$ cat config.mk
export PLATFORM = sky130hd
export DESIGN_NAME = uart_rx_deserializer
export DESIGN_NICKNAME = d
export VERILOG_FILES = /design/src/rtl/uart_pkg.sv /design/src/rtl/uart_rx_sampler.sv /design/src/rtl/uart_rx_deserializer.sv
export SDC_FILE = /design/constraint.sdc
export NUM_CORES = 1
export LEC_CHECK = 0
export ABC_AREA = 1
export CAP_MARGIN = 20
export CORE_MARGIN = 1
export CORE_UTILIZATION = 65
export DETAILED_ROUTE_END_ITERATION = 7
export DONT_BUFFER_PORTS = 1
export GPL_ROUTABILITY_DRIVEN = 0
export GPL_TIMING_DRIVEN = 0
export PLACE_DENSITY = 0.91
export SLEW_MARGIN = 20
export SYNTH_ARGS = -nofsm -noshare
export SYNTH_HDL_FRONTEND = slang
export SYNTH_SLANG_ARGS = --single-unit
$ cat constraint.sdc
create_clock -name CLK -period 4.8 [get_ports CLK]
set_input_delay 0 -clock CLK [delete_from_list [all_inputs] [get_ports CLK]]
set_output_delay 0 -clock CLK [all_outputs]
set_load 0.02 [all_outputs]
$ cat src/rtl/uart_pkg.sv
`default_nettype none
// ============================================================================
//  Module      : uart_pkg
//  Description : Shared types, constants and helpers for the UART receive
//                path (FSM state encoding, parity type codes, defaults).
//  Revision    : 1.0 - initial release
// ============================================================================
package uart_pkg;

    localparam int DEFAULT_DATA_WIDTH = 8;
    localparam int DEFAULT_PRESCALE_W = 6;

    // Parity type codes as seen on PAR_TYP
    localparam logic PAR_EVEN = 1'b0;
    localparam logic PAR_ODD  = 1'b1;

    typedef enum logic [2:0] {
        IDLE   = 3'd0,
        START  = 3'd1,
        DATA   = 3'd2,
        PARITY = 3'd3,
        STOP   = 3'd4
    } rx_state_t;

    // Expected parity bit given the XOR of all data bits and the parity type
    function automatic logic expected_parity(input logic data_xor, input logic par_typ);
        logic result;
        result = data_xor;
        case (par_typ)
            PAR_EVEN: result = data_xor;
            PAR_ODD:  result = ~data_xor;
        endcase
        return result;
    endfunction

    // 2-of-3 majority used by the optional noise-filtering sampler
    function automatic logic majority3(input logic a, input logic b, input logic c);
        return (a & b) | (a & c) | (b & c);
    endfunction

endpackage
`default_nettype wire

$ cat src/rtl/uart_rx_sampler.sv
`default_nettype none
// ============================================================================
//  Module      : uart_rx_sampler
//  Description : Per-bit timing for the UART receiver. Runs the oversampling
//                edge counter and the data bit counter, and produces the bit
//                value taken around the middle of each bit period.
//                Optional macro UART_RX_MAJORITY_VOTE_EN: when defined, the
//                bit value is the 2-of-3 majority of the samples at
//                P/2-2, P/2-1 and P/2; otherwise a single sample at P/2-1.
//  Revision    : 1.0 - initial release
// ============================================================================
module uart_rx_sampler
    import uart_pkg::*;
#(
    parameter int DATA_WIDTH = DEFAULT_DATA_WIDTH,
    parameter int PRESCALE_W = DEFAULT_PRESCALE_W
) (
    input  logic                  clk,
    input  logic                  rst,
    input  logic                  rx_s,
    input  logic [PRESCALE_W-1:0] prescale,
    input  logic                  run,
    input  logic                  data_phase,
    output logic                  bit_value,
    output logic                  sample_done,
    output logic                  bit_end,
    output logic                  last_bit
);

    localparam int BIT_CNT_W = (DATA_WIDTH > 1) ? $clog2(DATA_WIDTH) : 1;
    localparam logic [BIT_CNT_W-1:0]  LAST_BIT_IDX = BIT_CNT_W'(DATA_WIDTH - 1);
    localparam logic [BIT_CNT_W-1:0]  BIT_ONE      = BIT_CNT_W'(1);
    localparam logic [PRESCALE_W-1:0] EDGE_ONE     = PRESCALE_W'(1);

    logic [PRESCALE_W-1:0] edge_cnt;
    logic [PRESCALE_W-1:0] sample_pt;
    logic [BIT_CNT_W-1:0]  bit_cnt;

    // The sample point sits half a bit in, one cycle early so the start bit
    // (counted from the cycle after the falling edge) is sampled centred.
    assign sample_pt = (prescale >> 1) - EDGE_ONE;
    assign bit_end   = run && (edge_cnt == (prescale - EDGE_ONE));
    assign last_bit  = (bit_cnt == LAST_BIT_IDX);

    // Edge counter: held at zero while idle, wraps at the end of every bit
    always_ff @(posedge clk) begin
        if (rst) begin
            edge_cnt <= '0;
        end else if (!run || bit_end) begin
            edge_cnt <= '0;
        end else begin
            edge_cnt <= edge_cnt + EDGE_ONE;
        end
    end

    // Data bit counter: only advances while data bits are being received
    always_ff @(posedge clk) begin
        if (rst) begin
            bit_cnt <= '0;
        end else if (!data_phase) begin
            bit_cnt <= '0;
        end else if (bit_end) begin
            bit_cnt <= bit_cnt + BIT_ONE;
        end
    end

`ifdef UART_RX_MAJORITY_VOTE_EN
    logic early_smp;
    logic mid_smp;

    // Three samples around the centre; the vote resolves on the third one
    always_ff @(posedge clk) begin
        if (rst) begin
            early_smp   <= 1'b1;
            mid_smp     <= 1'b1;
            bit_value   <= 1'b1;
            sample_done <= 1'b0;
        end else begin
            sample_done <= 1'b0;
            if (run && (edge_cnt == (sample_pt - EDGE_ONE))) begin
                early_smp <= rx_s;
            end
            if (run && (edge_cnt == sample_pt)) begin
                mid_smp <= rx_s;
            end
            if (run && (edge_cnt == (sample_pt + EDGE_ONE))) begin
                bit_value   <= majority3(early_smp, mid_smp, rx_s);
                sample_done <= 1'b1;
            end
        end
    end
`else
    // Single sample at the centre of the bit
    always_ff @(posedge clk) begin
        if (rst) begin
            bit_value   <= 1'b1;
            sample_done <= 1'b0;
        end else begin
            sample_done <= 1'b0;
            if (run && (edge_cnt == sample_pt)) begin
                bit_value   <= rx_s;
                sample_done <= 1'b1;
            end
        end
    end
`endif

endmodule
`default_nettype wire

$ cat src/rtl/uart_rx_deserializer.sv
`default_nettype none
// ============================================================================
//  Module      : uart_rx_deserializer
//  Description : UART receive path. Synchronizes the serial line, qualifies
//                the start bit, deserializes LSB-first data, optionally checks
//                even/odd parity, checks the stop bit and presents the byte
//                with a one-cycle valid strobe or one-cycle error strobes.
//                Optional macro UART_RX_MAJORITY_VOTE_EN selects 2-of-3
//                majority sampling in uart_rx_sampler.
//  Revision    : 1.0 - initial release
// ============================================================================
module uart_rx_deserializer
    import uart_pkg::*;
#(
    parameter int DATA_WIDTH = DEFAULT_DATA_WIDTH,
    parameter int PRESCALE_W = DEFAULT_PRESCALE_W
) (
    input  logic                  CLK,
    input  logic                  RST,
    input  logic                  RX_IN,
    input  logic [PRESCALE_W-1:0] Prescale,
    input  logic                  PAR_EN,
    input  logic                  PAR_TYP,
    output logic [DATA_WIDTH-1:0] P_DATA,
    output logic                  data_valid,
    output logic                  par_err,
    output logic                  stp_err
);

    rx_state_t state;
    rx_state_t state_next;

    logic                  rx_meta;
    logic                  rx_s;
    logic [PRESCALE_W-1:0] prescale_q;
    logic                  par_en_q;
    logic                  par_typ_q;
    logic [DATA_WIDTH-1:0] shift_reg;
    logic [DATA_WIDTH-1:0] p_data_q;
    logic                  par_fail;
    logic                  par_expected;

    logic                  bit_value;
    logic                  sample_done;
    logic                  bit_end;
    logic                  last_bit;

    // Two-flop synchronizer for the asynchronous serial line (idles high)
    always_ff @(posedge CLK) begin
        if (RST) begin
            rx_meta <= 1'b1;
            rx_s    <= 1'b1;
        end else begin
            rx_meta <= RX_IN;
            rx_s    <= rx_meta;
        end
    end

    // Frame configuration is frozen when a start edge leaves IDLE
    always_ff @(posedge CLK) begin
        if (RST) begin
            prescale_q <= '0;
            par_en_q   <= 1'b0;
            par_typ_q  <= 1'b0;
        end else if ((state == IDLE) && !rx_s) begin
            prescale_q <= Prescale;
            par_en_q   <= PAR_EN;
            par_typ_q  <= PAR_TYP;
        end
    end

    uart_rx_sampler #(
        .DATA_WIDTH (DATA_WIDTH),
        .PRESCALE_W (PRESCALE_W)
    ) u_sampler (
        .clk         (CLK),
        .rst         (RST),
        .rx_s        (rx_s),
        .prescale    (prescale_q),
        .run         (state != IDLE),
        .data_phase  (state == DATA),
        .bit_value   (bit_value),
        .sample_done (sample_done),
        .bit_end     (bit_end),
        .last_bit    (last_bit)
    );

    assign par_expected = expected_parity(^shift_reg, par_typ_q);

    // FSM state register
    always_ff @(posedge CLK) begin
        if (RST) begin
            state <= IDLE;
        end else begin
            state <= state_next;
        end
    end

    // Next state and strobes; all decisions happen on the last cycle of a bit
    always_comb begin
        state_next = state;
        data_valid = 1'b0;
        par_err    = 1'b0;
        stp_err    = 1'b0;
        case (state)
            IDLE: begin
                if (!rx_s) begin
                    state_next = START;
                end
            end
            START: begin
                if (bit_end) begin
                    state_next = bit_value ? IDLE : DATA;
                end
            end
            DATA: begin
                if (bit_end && last_bit) begin
                    state_next = par_en_q ? PARITY : STOP;
                end
            end
            PARITY: begin
                if (bit_end) begin
                    par_err    = (bit_value != par_expected);
                    state_next = STOP;
                end
            end
            STOP: begin
                if (bit_end) begin
                    stp_err    = !bit_value;
                    data_valid = bit_value && !par_fail;
                    state_next = rx_s ? IDLE : START;
                end
            end
            default: begin
                state_next = IDLE;
            end
        endcase
        // A reset cycle never produces a strobe, even on a decision cycle
        if (RST) begin
            data_valid = 1'b0;
            par_err    = 1'b0;
            stp_err    = 1'b0;
        end
    end

    // LSB-first shift register: each new bit enters at the top
    always_ff @(posedge CLK) begin
        if (RST) begin
            shift_reg <= '0;
        end else if ((state == DATA) && sample_done) begin
            shift_reg <= {bit_value, shift_reg[DATA_WIDTH-1:1]};
        end
    end

    // Remember a parity failure so the stop decision can suppress data_valid
    always_ff @(posedge CLK) begin
        if (RST) begin
            par_fail <= 1'b0;
        end else if (state == START) begin
            par_fail <= 1'b0;
        end else if (par_err) begin
            par_fail <= 1'b1;
        end
    end

    // Output byte holding register, only written by an error-free frame
    always_ff @(posedge CLK) begin
        if (RST) begin
            p_data_q <= '0;
        end else if (data_valid) begin
            p_data_q <= shift_reg;
        end
    end

    // The new byte is visible during the data_valid cycle itself
    assign P_DATA = data_valid ? shift_reg : p_data_q;

endmodule
`default_nettype wire
==> results.toml <==
[run_status]
status = "completed"

[setup_path]
path_max_fanout = 10
data_arrival_at_the_endpoint_of_the_critical_path_ns = 2.50
timing_worst_setup_path_type = "flop to output pin"
worst_setup_path_start_kind = "flop"
worstPathRequired_ns = 4.80
cp-end-kind = "output pin"

[sta]
max_slew.worst_pin.slew_ns = 0.619
post-route-worst-setup-slack_ns = 2.30
max_slew_margin_pct = 58.4
timing.final.setup_violations = 0
totalNegativeSetupSlack_ns = 0
final_period_minus_worst_setup_slack_ns = 2.50
finalHoldViolations = 0
achievable-frequency_mhz = 399
final_min_period_over_clock_period_pct = 52.2
final_max_slew_viol_count = 0
finalClockSkew_ns = 0.0134
rsz0062_at_grt = "no"

[layout]
n_antenna_cell = 0
commonest_non_fill_non_tap_cell_in_the_layout = "nand2_1"
area_growth_syn_to_layout_pct = 13.9
fin_nets = 353
final_layout_size_suffix_gt1_share_pct = 8.61
filler_cell_count = 225
mostFrequentLayoutCells = "69 x nand2_1, 50 x inv_1, 41 x dfxtp_1"

[placement]
buffer_ports.inserted = 0
place_worst_setup_slack_ns = 2.56
dp_hpwl_um = 3260

[hold_path]
worstHoldPathType = "input port to flop"

[logic_synthesis]
synthesis.yosys.warnings = 0
async_flop_share_pct = 0
synth_edf_count = 0
synth.distinct_cells = 28
syn-cell-area_um2 = 2180
syn-instance-count = 313
syn_area_per_cell_um2 = 6.98
synth_top_flop_cell = "dfxtp_1"
synth.ff_latch_count = 41
syn_nets = 330
ys_seq_area_share_pct = 37.6

[die]
io-pin-count = 22
fp.dieH_um = 60.0
rows = 20
floorplan.die.width_um = 60.0
core_um2 = 3130
initial_core_util_pct = 69.8
fp.dieArea_um2 = 3590

[clocking]
cts_tree = "done"
htree_num_levels = 2
clock-sinks = 41
cts.repair.resized = 0
ctsLongestPathBuffers = 2
ctsRootBufferMaster = "clkbuf_4"
insertion_delay_ns = 0.37
worst_setup_hold_path_clk_slew_ns = 0.13
numCtsBuffers = 5

[global_routing]
grt_start_max_net_pins = 14
number_of_antenna_violations_at_the_first_check_in_global_routing = 0
gr-usage-all-layers_pct = 30.1
grt_first_pass_wirelength_um = 7900
first_global_vias = 1916
overall_overflow_remaining_after_global_route = 0

[routing]
drt-pass1-iter-count = 4
avgRoutedWirePerCell_um = 12.8
postRouteAntennaNets = 0
vias = 2051
drt_drc_violations_left = 0
wl_um = 4880
route.detailed.vias_per_inst = 5.38
drt_iter0_markers = 146

[power]
vdd_drop_max_v = 0.000229
power_per_cell_area_nw_per_um2 = 343
power.leakage_nw = 1.15
power.total_w = 0.000853

[run]
max_cap_viol_count = 0
## report_power, final
| group | internal (W) | total [W] | leakage (nW) | switching, W |
|---|---|---|---|---|
| clock network | 0.000124 | 0.000241 | 0.0445 | 0.000118 |
| logic | 0.0000849 | 0.000234 | 0.773 | 0.000149 |
| registers | 0.000359 | 0.000377 | 0.332 | 0.0000188 |
## worst paths after layout
path	start	to	slack (ns)	cells past startpoint
setup reg to reg	state[0]	prescale_q[3]	2.40	8
hold reg to reg	rx_meta	rx_s	0.43	1
setup / recovery	prescale_q[1]	P_DATA[5]	2.30	14
hold / removal	RST	par_en_q	0.03	2
## layout make-up
cell class,count,area (µm²),area share [%]
clock buffer,6,51.3,2.06
sequential,41,821,33.0
multi-input combinational,216,1140,46.0
buffer,5,26.3,1.06
timing repair buffer,16,160,6.44
inverter,51,191,7.70
tap,44,55.1,2.21
clock inverter,2,37.5,1.51
## stage by stage
stage	cells	instance area, µm²	util [%]	hold WS [ns]
3_3_place_gp	357	2240	71.6	0.105
2_1_floorplan	313	2180	-	0.104
5_1_grt	381	2490	79.5	0.0273
3_5_place_dp	357	2240	71.6	0.107
6_report	381	2490	79.5	0.0285
4_1_cts	381	2490	79.5	0.0118
## critical path: stages (launching register included)
cell and delay [ns]:
dfxtp_1 0.36, inv_1 0.11, ha_1 0.31, nand2_1 0.07
inv_1 0.04, nor2_1 0.10, nand2_1 0.06, nor2_1 0.14
nand3_2 0.12, nor2_4 0.18, nand3_4 0.15, buf_6 0.20
nand2_1 0.07, o21ai_2 0.07, inv_1 0.16
## repair_timing
action	in CTS	in global routing
hold buffers	16	0
endpoints found under the hold margin	13	0
buffers inserted	0	0
## synthesized netlist by cell type (2+ instances only)
cell type  instances  area share (%)
a21oi_1           20             4.6
clkbuf_1           4            0.69
dfxtp_1           41              38
ha_1               6             3.4
inv_1             50             8.6
nand2_1           69              12
nand3_1           16             3.7
nand3_2            2            0.92
nand3b_1           2            0.69
nand4_1            3            0.86
nor2_1            37             6.4
nor2_2             3            0.86
nor3_1             4            0.92
nor4_1             2            0.57
o21ai_0           17             3.9
o21ai_2            8             3.2
or2_2              3            0.86
xnor2_1            9             3.6
xor2_1             8             3.2
## kinds of logic (layout without fill, tap and decap cells)
logic type / Yosys count / after routing / synth area share [%]
buf+inv: 56 / 80 / 9.97
xor+xnor: 17 / 17 / 6.82
flops: 41 / 41 / 37.6
compound gates: 47 / 47 / 12.4
fa+ha+maj: 6 / 6 / 3.44
simple gates: 146 / 146 / 29.8
## layer usage
metal | vias to the layer above | GRT usage (%) | wire length, µm
met2 | 66 | 53.3 | 2420
met5 | - | 0 | 0
met1 | 951 | 33.1 | 2080
li1 | 1025 | - | -
met4 | 0 | 13.6 | 82
met3 | 9 | 8.23 | 305
(Power assumes the default switching activity.)
